**src/rtl/fifo_rw_sched.sv**
```systemverilog
// Round-robin write arbiter for two byte sources plus a burst read scheduler toward one sink.
// Optional macro FIFO_RW_SCHED_FLUSH_EN adds a flush input that drains a partial burst.
module fifo_rw_sched #(
    parameter int DW        = 8,
    parameter int DEPTH     = 16,
    parameter int BURST_LEN = 8
) (
    input  logic                         sys_clk,
    input  logic                         sys_rst_n,
    input  logic [DW-1:0]                src0_data,
    input  logic                         src0_valid,
    output logic                         src0_ready,
    input  logic [DW-1:0]                src1_data,
    input  logic                         src1_valid,
    output logic                         src1_ready,
    output logic [DW-1:0]                fifo_din,
    output logic                         fifo_wr_en,
    input  logic                         fifo_full,
    output logic                         fifo_rd_en,
    input  logic [DW-1:0]                fifo_dout,
    input  logic                         fifo_empty,
    input  logic                         sink_ready,
`ifdef FIFO_RW_SCHED_FLUSH_EN
    input  logic                         flush,
`endif
    output logic [DW-1:0]                dout,
    output logic                         dout_valid,
    output logic                         burst_done,
    output logic [$clog2(DEPTH+1)-1:0]   level
);

    localparam int LW = $clog2(DEPTH + 1);
    localparam logic [LW-1:0] LVL_ONE     = LW'(1);
    localparam logic [LW-1:0] DEPTH_L     = LW'(DEPTH);
    localparam logic [LW-1:0] BURST_LEN_L = LW'(BURST_LEN);

    if (BURST_LEN < 1 || BURST_LEN > DEPTH) begin : g_bad_burst_len
        $error("fifo_rw_sched: BURST_LEN must lie within 1..DEPTH");
    end

    typedef enum logic [1:0] {
        IDLE,
        BURST,
        LAST
    } state_t;

    state_t          state;
    state_t          state_nxt;
    logic            last_grant;
    logic            grant;
    logic            grant_valid;
    logic [LW-1:0]   cnt;
    logic [LW-1:0]   cnt_nxt;
    logic [LW-1:0]   cnt_inc;
    logic [LW-1:0]   target;
    logic [LW-1:0]   target_nxt;

    always_comb begin
        grant = 1'b0;
        if (src0_valid && src1_valid) begin
            grant = ~last_grant;
        end else if (src1_valid) begin
            grant = 1'b1;
        end
    end

    // Gating with the reset keeps every combinational output low while reset is held.
    assign grant_valid = grant ? src1_valid : src0_valid;
    assign fifo_wr_en  = sys_rst_n & grant_valid & ~fifo_full;
    assign fifo_din    = sys_rst_n ? (grant ? src1_data : src0_data) : '0;
    assign src0_ready  = ~grant & fifo_wr_en;
    assign src1_ready  = grant & fifo_wr_en;
    assign dout        = sys_rst_n ? fifo_dout : '0;

    always_ff @(posedge sys_clk or negedge sys_rst_n) begin
        if (!sys_rst_n) begin
            last_grant <= 1'b1;
        end else if (fifo_wr_en) begin
            last_grant <= grant;
        end
    end

    always_ff @(posedge sys_clk or negedge sys_rst_n) begin
        if (!sys_rst_n) begin
            level <= '0;
        end else begin
            case ({fifo_wr_en, fifo_rd_en})
                2'b10:   if (level != DEPTH_L) level <= level + LVL_ONE;
                2'b01:   if (level != '0)      level <= level - LVL_ONE;
                default: level <= level;
            endcase
        end
    end

    assign cnt_inc = cnt + LVL_ONE;

    always_comb begin
        state_nxt  = state;
        cnt_nxt    = cnt;
        target_nxt = target;
        fifo_rd_en = 1'b0;
        case (state)
            IDLE: begin
                if (level >= BURST_LEN_L) begin
                    state_nxt  = BURST;
                    cnt_nxt    = '0;
                    target_nxt = BURST_LEN_L;
                end
`ifdef FIFO_RW_SCHED_FLUSH_EN
                else if (flush && level != '0) begin
                    state_nxt  = BURST;
                    cnt_nxt    = '0;
                    target_nxt = level;
                end
`endif
            end
            BURST: begin
                fifo_rd_en = sink_ready & ~fifo_empty;
                if (fifo_rd_en) begin
                    cnt_nxt = cnt_inc;
                    if (cnt_inc == target) begin
                        state_nxt = LAST;
                    end
                end
            end
            LAST: begin
                state_nxt = IDLE;
            end
            default: begin
                state_nxt = IDLE;
            end
        endcase
    end

    // burst_done rises the cycle after LAST, i.e. one cycle after the final word is on dout.
    always_ff @(posedge sys_clk or negedge sys_rst_n) begin
        if (!sys_rst_n) begin
            state      <= IDLE;
            cnt        <= '0;
            target     <= BURST_LEN_L;
            dout_valid <= 1'b0;
            burst_done <= 1'b0;
        end else begin
            state      <= state_nxt;
            cnt        <= cnt_nxt;
            target     <= target_nxt;
            dout_valid <= fifo_rd_en;
            burst_done <= (state == LAST);
        end
    end

endmodule

```
**config.mk**
```make
export PLATFORM = sky130hd
export DESIGN_NAME = fifo_rw_sched
export DESIGN_NICKNAME = d
export VERILOG_FILES = /design/src/rtl/fifo_rw_sched.sv
export SDC_FILE = /design/constraint.sdc
export NUM_CORES = 1
export LEC_CHECK = 0
export ABC_AREA = 1
export ABC_CLOCK_PERIOD_IN_PS = 1850
export CORE_MARGIN = 2
export CORE_UTILIZATION = 39
export DETAILED_ROUTE_END_ITERATION = 7
export PLACE_DENSITY_LB_ADDON = 0.08
export REMOVE_ABC_BUFFERS = 1
export SKIP_LAST_GASP = 1
export SLEW_MARGIN = 20
export SYNTH_ARGS = -nofsm -noshare
export SYNTH_HDL_FRONTEND = slang
export SYNTH_SLANG_ARGS = --single-unit
```
**constraint.sdc**
```tcl
create_clock -name sys_clk -period 1.85 [get_ports sys_clk]
set_input_delay 0.185 -clock sys_clk [delete_from_list [all_inputs] [get_ports sys_clk]]
set_output_delay 0.185 -clock sys_clk [all_outputs]
set_load 0.01 [all_outputs]
```
==> flow_metrics.py, run 1 <==
metrics = {
    "critical_path": {
        "r2r_end": "level[4]$_DFFE_PN0P_",
        "critPathKind": "in2out",
        "cp-end-kind": "output port",
        "cp.arrival_ns": 1.56,
        "rr_startpoint": "state[1]$_DFFE_PN0P_",
        "ff2ff_setup_slack_ns": 0.18,
        "reg2reg_depth": 15,
        "required_ns": 1.66,
        "cp-start-kind": "input pin",
        "path_max_fanout": 17,
    },
    "routing": {
        "vias_per_cell": 4.714,
        "wirelength_um": 2886,
        "vias": 1202,
        "drtPass1Iterations": 4,
        "ant_nets": 0,
        "drcViolationCount": 0,
        "routedWlPerCell_um": 11.32,
        "first_iter_violations": 51,
    },
    "die": {
        "die-area_um2": 3167,
        "fp.dieW_um": 56.28,
        "core_area_um2": 2545,
        "ios": 58,
        "die_y_um": 56.28,
        "placementRows": 18,
        "initial_core_util_pct": 41.89,
    },
    "placement": {
        "io_buffers": 57,
        "dp_slack_ns": -0.08166,
        "place_area_um2": 1727,
        "hpwl_um": 2302,
        "place_congestion": 0.8587,
    },
    "clock_tree": {
        "cts-root-buf": "clkbuf_4",
        "clk_path_buf_depth": 2,
        "clock-sinks": 15,
        "insertion_delay_ns": 0.30,
        "clk_pin_slew_worst_paths_ns": 0.10,
        "h-tree-depth": 1,
        "cts_tree": "yes",
        "cts_buffers": 3,
        "cts_hold_buf": 0,
    },
    "power": {
        "p_leak_nw": 0.9300,
        "finalPower_w": 0.001430,
        "powerDensity_nw_per_um2": 809.9,
        "ir_worst_vdd_mv": 0.6112,
    },
    "final_layout": {
        "area_growth_pct": 65.61,
        "diodes": 0,
        "utilization_pct": 69.37,
        "nNetsFinal": 259,
        "final_area_um2": 1765,
        "drive_gt1_share_pct": 14.67,
    },
    "logic_synthesis": {
        "ys_warn_count": 0,
        "synth_area_um2": 1066,
        "yosys.area.top_type": "dfrtp_1",
        "yosysMostFrequentCell": "nand2_1",
        "yosys-top-cells-count": "34 x nand2_1, 27 x nor2_1, 22 x inv_1, 14 x dfrtp_1, 13 x o21ai_0",
        "ys_ff_latch": 15,
        "synth_edf_count": 0,
        "netlist_top_cells_area": "dfrtp_1 33%, nand2_1 12%, nor2_1 9.5%",
        "synth.distinct_cells": 23,
        "synthFlopType": "dfrtp_1",
        "netlist.area_leader.share_pct": 32.86,
        "avgSynthCellArea_um2": 6.790,
        "synthArstFlopShare_pct": 100.0,
        "ys_seq_area_share_pct": 35.33,
        "synth_cells": 157,
    },
    "global_route": {
        "antenna_found_initial": 0,
        "grt_pass1_vias": 1097,
        "grt_overflow": 0,
        "grt_use_total_pct": 18.67,
        "grt_pass1_wl_um": 4740,
        "grt_max_degree": 18,
    },
    "sta": {
        "min_period_ns": 1.744,
        "final-setup-viol-count": 0,
        "clock_skew_ns": 0.006148,
        "max_freq_mhz": 573.4,
        "setup_slack_ns": 0.1061,
        "rsz0062_at_grt": "false",
        "holdWs_ns": 0.4806,
        "slew_viol_final": 0,
        "relSlewSlack_pct": 84.45,
        "max_slew.worst_pin.slew_ns": 0.2333,
        "hold_violations": 0,
        "fin_crit_sh_pct": 94.26,
    },
    "worst_hold_path": {
        "hold_class": "in2async",
    },
    "outcome": {
        "status": "completed",
    },
    "job": {
        "drv_cap": 0,
    },
}
-- cell usage in the layout, fill, tap and decap left out, drive strengths merged, types with 3 or more instances in the layout --
cell / netlist / final
clkdlybuf4s50: 0 / 45
clkbuf: 2 / 4
buf: 0 / 9
xor2: 5 / 5
inv: 27 / 28
nand3: 10 / 10
dlygate4sd2: 0 / 6
nor2: 29 / 29
o21ai: 18 / 18
dfrtp: 14 / 14
nand2: 41 / 41
dlymetal6s2s: 0 / 3
-- metrics by stage --
stage	setup TNS, ns	std cells
global placement	-0.06070	250
floorplan	0	155
detailed placement	-0.3832	250
global route	0	255
CTS	-0.1233	255
finish	0	255
-- area by class of cell --
| class | instances | area [µm²] |
|---|---|---|
| Fill cell | 221 | 779.5 |
| Timing Repair Buffer | 66 | 636.9 |
| Multi-Input combinational cell | 111 | 575.6 |
| Sequential cell | 15 | 376.6 |
| Inverter | 29 | 111.4 |
| Tap cell | 30 | 37.54 |
| Clock buffer | 3 | 22.52 |
| Clock inverter | 1 | 5.005 |
-- registers in the layout (all words and copies together) (netlist names) --
signal and count:
burst_done 1, cnt 5, last_grant 1, level 5, dout_valid 1, state 2
-- routing by layer --
layer | vias to the layer above | GRT usage, % | wire, µm
li1 | 624 | - | -
met1 | 518 | 22.62 | 1278
met2 | 55 | 32.27 | 1320
met3 | 5 | 3.456 | 234
met4 | 0 | 7.823 | 53
met5 | - | 0 | 0
-- what timing repair did --
item / in CTS / in global routing
gates resized for setup: 10 / 10
endpoints found under the setup margin: 10 / 10
endpoints found under the hold margin: 0 / 0
buffers inserted: 1 / 0
pin swaps: 0 / 0
-- how the worst max path moves through the flow --
stage | start | to | slack [ns] | cells past startpoint
6_report | sys_rst_n | dout[0] | 0.11 | 5
5_1_grt | state[1]$_DFFE_PN0P_ | level[4]$_DFFE_PN0P_ | 0.01 | 15
4_1_cts | last_grant$_DFFE_PN1P_ | src0_ready | -0.12 | 5
3_5_place_dp | sys_rst_n | level[4]$_DFFE_PN0P_ | -0.08 | 15
3_3_place_gp | src0_valid | src0_ready | -0.03 | 6
2_1_floorplan | state[1]$_DFFE_PN0P_ | level[4]$_DFFE_PN0P_ | 0.19 | 15
-- report_power, final --
| group | switching, W | internal, W |
|---|---|---|
| logic | 0.000354 | 0.000349 |
| registers | 0.000105 | 0.000422 |
| clock network | 0.000119 | 0.0000807 |
| total | 0.000578 | 0.000852 |
-- critical path, stage by stage --
cell and delay, ns:
clkdlybuf4s50_1 0.50, buf_4 0.21, nand2_1 0.07, inv_1 0.06
clkdlybuf4s50_1 0.53
-- cell families (layout without fill, tap and decap cells) --
family | after synthesis | after routing | synth area share (%)
AOI/OAI and AO/OA | 22 | 22 | 11.03
buffers and inverters | 31 | 99 | 10.92
and+or+nand+nor | 82 | 82 | 36.27
adders and majority gates | 2 | 2 | 2.347
xor gates and xnor gates | 5 | 5 | 4.108
DFF | 15 | 15 | 35.33
No activity file was read; power rests on OpenSTA's default activity.
==> run 2: changes to the inputs <==
--- a/config.mk
+++ b/config.mk
@@ -12,7 +12,6 @@
 export DETAILED_ROUTE_END_ITERATION = 7
 export PLACE_DENSITY_LB_ADDON = 0.08
 export REMOVE_ABC_BUFFERS = 1
-export SKIP_LAST_GASP = 1
 export SLEW_MARGIN = 20
 export SYNTH_ARGS = -nofsm -noshare
 export SYNTH_HDL_FRONTEND = slang
==> flow_metrics.py, run 2 (same netlist as run 1, synthesis figures left out) <==
metrics = {
    "die": {
        "placementRows": 18,
        "fp.dieW_um": 56.28,
        "die-area_um2": 3167,
        "core_area_um2": 2545,
        "die_y_um": 56.28,
        "initial_core_util_pct": 41.89,
        "ios": 58,
    },
    "clock_tree": {
        "cts_tree": "yes",
        "cts-root-buf": "clkbuf_4",
        "clk_pin_slew_worst_paths_ns": 0.10,
        "cts_buffers": 3,
        "cts_hold_buf": 0,
        "clk_path_buf_depth": 2,
        "h-tree-depth": 1,
        "insertion_delay_ns": 0.30,
        "clock-sinks": 15,
    },
    "global_route": {
        "grt_use_met1_pct": 22.77,
        "grt_use_met2_pct": 32.44,
        "top_usage_layer": "met2",
        "grtUsageMet3_pct": 3.456,
        "grt_pass1_vias": 1105,
        "antenna_found_initial": 0,
        "grt_pass1_wl_um": 4767,
        "grt_use_total_pct": 18.77,
        "grt_overflow": 0,
        "grt_max_degree": 18,
    },
    "sta": {
        "max_slew.worst_pin.slew_ns": 0.2325,
        "relSlewSlack_pct": 84.50,
        "min_period_ns": 1.747,
        "slew_viol_final": 0,
        "fin_crit_sh_pct": 94.41,
        "rsz0062_at_grt": "false",
        "max_freq_mhz": 572.5,
        "final-setup-viol-count": 0,
        "clock_skew_ns": 0.006101,
        "hold_violations": 0,
    },
    "critical_path": {
        "required_ns": 1.66,
        "path_max_fanout": 10,
        "rr_startpoint": "state[1]$_DFFE_PN0P_",
        "ff2ff_setup_slack_ns": 0.18,
        "cp-end-kind": "output port",
        "cp-start-kind": "flip-flop",
        "reg2reg_depth": 15,
        "critPathKind": "reg2out",
        "r2r_end": "level[4]$_DFFE_PN0P_",
        "cp.arrival_ns": 1.56,
    },
    "job": {
        "drv_cap": 0,
    },
    "final_layout": {
        "drive_gt1_share_pct": 14.67,
        "top_regs": "cnt x5, level x5, state x2",
        "final_area_um2": 1757,
        "layout_common_cells": "45 x clkdlybuf4s50_1, 33 x nand2_1, 27 x nor2_1",
        "finalNonFillerCells": 255,
        "final_common_cell": "clkdlybuf4s50_1",
        "diodes": 0,
        "nNetsFinal": 259,
        "area_growth_pct": 64.79,
        "utilization_pct": 69.03,
    },
    "routing": {
        "ant_nets": 0,
        "first_iter_violations": 48,
        "drtPass1Iterations": 4,
        "drcViolationCount": 0,
        "routedWlPerCell_um": 11.26,
        "vias": 1207,
        "wirelength_um": 2871,
        "vias_per_cell": 4.733,
    },
    "placement": {
        "hpwl_um": 2302,
        "dp.cells": 250,
        "place_congestion": 0.8587,
        "place_area_um2": 1727,
        "io_buffers": 57,
    },
    "worst_hold_path": {
        "hold_class": "in2async",
    },
    "power": {
        "ir_worst_vdd_mv": 0.6109,
        "p_leak_nw": 0.9065,
        "finalPower_w": 0.001428,
        "powerDensity_nw_per_um2": 812.9,
    },
    "outcome": {
        "status": "completed",
    },
}
-- run 2: cell types whose count changed in the layout (fill, tap and decap cells not counted), sizes merged --
cell and change:
dlymetal6s2s -2, dlygate4sd2 +3, clkdlybuf4s15 -1
-- run 2: cell type report --
type                            count  area (µm²)
Multi-Input combinational cell    111       575.6
Clock buffer                        3       22.52
Fill cell                         221       788.3
Sequential cell                    15       376.6
Inverter                           29       111.4
Clock inverter                      1       5.005
Timing Repair Buffer               66       628.1
Tap cell                           30       37.54
-- run 2: how the worst max path moves through the flow --
stage,from,to,slack (ns),depth (start not counted)
2_1_floorplan,state[1]$_DFFE_PN0P_,level[4]$_DFFE_PN0P_,0.19,15
3_3_place_gp,src0_valid,src0_ready,-0.03,6
3_5_place_dp,sys_rst_n,level[4]$_DFFE_PN0P_,-0.08,15
4_1_cts,sys_rst_n,fifo_wr_en,0.005,7
5_1_grt,last_grant$_DFFE_PN1P_,fifo_din[5],0.009,6
6_report,last_grant$_DFFE_PN1P_,fifo_din[5],0.10,6
-- run 2: what timing repair did --
| item | in CTS | in global routing |
|---|---|---|
| resized for setup | 12 | 7 |
| setup buffers | 1 | 0 |
| pin swaps | 0 | 0 |
| setup endpoints to repair | 10 | 8 |
-- run 2: metrics by stage --
| step | setup TNS [ns] | setup WS, ns | hold slack (ns) |
|---|---|---|---|
| 3_5_place_dp | -0.3832 | -0.08166 | 0.4867 |
| 2_1_floorplan | 0 | 0.1927 | -0.1106 |
| 3_3_place_gp | -0.06070 | -0.03490 | 0.4772 |
| 5_1_grt | 0 | 0.008686 | 0.5291 |
| 4_1_cts | 0 | 0.004668 | 0.4818 |
| 6_report | 0 | 0.1033 | 0.4814 |
-- run 2: worst max-delay path: stages, from the launching register on --
cell and delay (ns):
dfstp_2 0.54, nand2_1 0.06, nand2_2 0.09, buf_6 0.13, o21ai_0 0.07, nor2_1 0.10, dlygate4sd2_1 0.27
-- run 2: where the power goes --
| part | internal [W] | switching (W) | total (W) |
|---|---|---|---|
| combinational | 0.000348 | 0.000354 | 0.000702 |
| clock | 0.0000807 | 0.000119 | 0.000199 |
| sequential | 0.000422 | 0.000104 | 0.000526 |
-- run 2: routing by layer --
| metal | vias to the layer above | part of all wire (%) |
|---|---|---|
| li1 | 624 | - |
| met1 | 523 | 44 |
| met2 | 55 | 46 |
| met3 | 5 | 8.4 |
| met4 | 0 | 1.8 |
| met5 | - | 0 |
==> run 3: changes to the inputs <==
--- a/config.mk
+++ b/config.mk
@@ -6,9 +6,10 @@
 export NUM_CORES = 1
 export LEC_CHECK = 0
 export ABC_AREA = 1
-export ABC_CLOCK_PERIOD_IN_PS = 1850
+export ABC_CLOCK_PERIOD_IN_PS = 1700
 export CORE_MARGIN = 2
 export CORE_UTILIZATION = 39
+export CTS_CLUSTER_SIZE = 28
 export DETAILED_ROUTE_END_ITERATION = 7
 export PLACE_DENSITY_LB_ADDON = 0.08
 export REMOVE_ABC_BUFFERS = 1
==> constraint.sdc (replaced) <==
create_clock -name sys_clk -period 1.7 [get_ports sys_clk]
set_input_delay 0.17 -clock sys_clk [delete_from_list [all_inputs] [get_ports sys_clk]]
set_output_delay 0.17 -clock sys_clk [all_outputs]
set_load 0.01 [all_outputs]
==> flow_metrics.py, run 3 (same netlist as run 1, synthesis figures left out) <==
metrics = {
    "outcome": {
        "status": "completed",
    },
    "routing": {
        "wirelength_um": 3046,
        "drtPass1Iterations": 4,
        "routedWlPerCell_um": 11.49,
        "ant_nets": 0,
        "first_iter_violations": 32,
        "vias_per_cell": 4.679,
        "vias": 1240,
        "drcViolationCount": 0,
    },
    "clock_tree": {
        "clk_path_buf_depth": 2,
        "clock-sinks": 15,
        "cts_tree": "yes",
        "h-tree-depth": 1,
        "cts_buffers": 3,
        "insertion_delay_ns": 0.29,
        "cts-root-buf": "clkbuf_4",
        "clk_pin_slew_worst_paths_ns": 0.10,
    },
    "final_layout": {
        "final_common_cell": "clkdlybuf4s50_1",
        "top_regs": "cnt x5, level x5, state x2",
        "drive_gt1_share_pct": 25.11,
        "area_growth_pct": 74.53,
        "diodes": 0,
        "layout_common_cells": "44 x clkdlybuf4s50_1, 31 x nand2_1, 22 x inv_1, 22 x nor2_1, 14 x dfrtp_1",
        "nNetsFinal": 269,
    },
    "critical_path": {
        "critPathTopFamily": "flip-flops",
        "crit_chain": "nand2_1 -> nand2_2 -> buf_6 -> o21ai_0 -> nor2_1 -> buf_2",
        "cp-start-kind": "flip-flop",
        "cp.arrival_ns": 1.47,
        "required_ns": 1.53,
        "path_buf_inv": 2,
        "critPathKind": "reg2out",
        "cp-end-kind": "output port",
        "ff2ff_setup_slack_ns": 0.11,
        "critPathMaxStageDelay_ns": 0.54,
        "path_max_fanout": 5,
        "crit_slowest_cell": "dfstp_2",
    },
    "placement": {
        "io_buffers": 57,
        "dp_slack_ns": -0.2350,
        "hpwl_um": 2295,
        "place_congestion": 0.9095,
    },
    "sta": {
        "max_freq_mhz": 610.4,
        "max_slew.worst_pin.slew_ns": 0.2552,
        "setup_slack_ns": 0.06171,
        "clock_skew_ns": 0.001273,
        "tns_ns": 0,
        "fin_crit_sh_pct": 96.37,
        "rsz0062_at_grt": "true",
        "slew_viol_final": 0,
        "holdWs_ns": 0.1669,
        "hold_violations": 0,
        "final-setup-viol-count": 0,
        "min_period_ns": 1.638,
        "relSlewSlack_pct": 82.99,
    },
    "global_route": {
        "grt_pass1_wl_um": 4947,
        "grt_overflow": 0,
        "grt_pass1_vias": 1100,
        "grt_use_total_pct": 19.39,
        "grt_max_degree": 11,
        "antenna_found_initial": 0,
    },
    "power": {
        "p_clk_share_pct": 13.1,
        "netSwitchingFraction_pct": 40.66,
        "ir_worst_vdd_mv": 0.7256,
        "seqPwrFrac_pct": 35.5,
        "internal_power_w": 0.0009744,
        "p_sw_w": 0.0006677,
        "powerDensity_nw_per_um2": 882.6,
        "p_leak_nw": 0.9396,
        "combPwrFrac_pct": 51.4,
    },
    "die": {
        "initial_core_util_pct": 41.89,
        "die_y_um": 56.28,
        "fp.dieW_um": 56.28,
        "ios": 58,
        "placementRows": 18,
        "core_area_um2": 2545,
        "die-area_um2": 3167,
    },
    "job": {
        "drv_cap": 0,
    },
    "worst_hold_path": {
        "hold_class": "in2async",
    },
}
==> run 3: stage by stage <==
step	instance area (µm²)	total power [W]	utilization, %	instances
floorplan	1059	0.0009906	-	155
detailed placement	1749	0.001354	68.73	253
finish	1861	0.001642	73.11	265
global route	1861	0.001783	73.11	265
global placement	1749	0.001336	68.73	253
CTS	1829	0.001589	71.88	261
==> run 3: final timing paths <==
| check | start | end | cells past startpoint |
|---|---|---|---|
| setup / recovery | last_grant$_DFFE_PN1P_ | fifo_din[1] | 6 |
| hold / removal | sys_rst_n | level[2]$_DFFE_PN0P_ | 4 |
| setup reg to reg | state[1]$_DFFE_PN0P_ | level[4]$_DFFE_PN0P_ | 15 |
| hold reg to reg | last_grant$_DFFE_PN1P_ | last_grant$_DFFE_PN1P_ | 2 |
| max in group asynchronous | sys_rst_n | burst_done$_DFF_PN0_ | 3 |
| min in group sys_clk | sys_rst_n | last_grant$_DFFE_PN1P_ | 5 |
==> run 3: layout make-up <==
class / instances / area, µm²
Inverter: 29 / 116.4
Clock inverter: 1 / 5.005
Sequential cell: 15 / 376.6
Clock buffer: 3 / 22.52
Fill cell: 193 / 684.4
Timing Repair Buffer: 75 / 681.9
Multi-Input combinational cell: 111 / 614.3
Timing Repair inverter: 1 / 6.256
Tap cell: 30 / 37.54
==> run 3: layer usage <==
layer  up-vias  track usage [%]  wire [µm]
met3         5            3.917        206
met5         -                0          0
li1        644                -          -
met2        46            33.45       1427
met1       545            24.21       1373
met4         0            6.122         39
==> run 3: worst reg2reg max path, delay by kind of cell, from the launching register on <==
kind	cells	cell delay (ns)
adder cells (fa/ha/maj)	1	0.12
buffers and inverters	3	0.19
flip-flops	1	0.40
AND/OR/NAND/NOR	10	0.70
AO/OA/AOI/OAI	1	0.09
==> run 3: power by group through the flow <==
| stage | sequential, W | clock [W] | combinational, W |
|---|---|---|---|
| detailed placement | 0.000579 | 0 | 0.000775 |
| CTS | 0.000573 | 0.000224 | 0.000792 |
| global placement | 0.000576 | 0 | 0.000760 |
| floorplan | 0.000585 | 0 | 0.000406 |
| global route | 0.000602 | 0.000240 | 0.000941 |
| finish | 0.000583 | 0.000216 | 0.000843 |
==> run 3: what timing repair did <==
| action | 4_1_cts | 5_1_grt |
|---|---|---|
| setup endpoints to repair | 20 | 18 |
| cloned | 1 | 1 |
| buffers inserted | 3 | 2 |
| resized for setup | 36 | 27 |
| hold endpoints to repair | 0 | 7 |
| pin swaps | 0 | 7 |
| hold buffers | 0 | 1 |
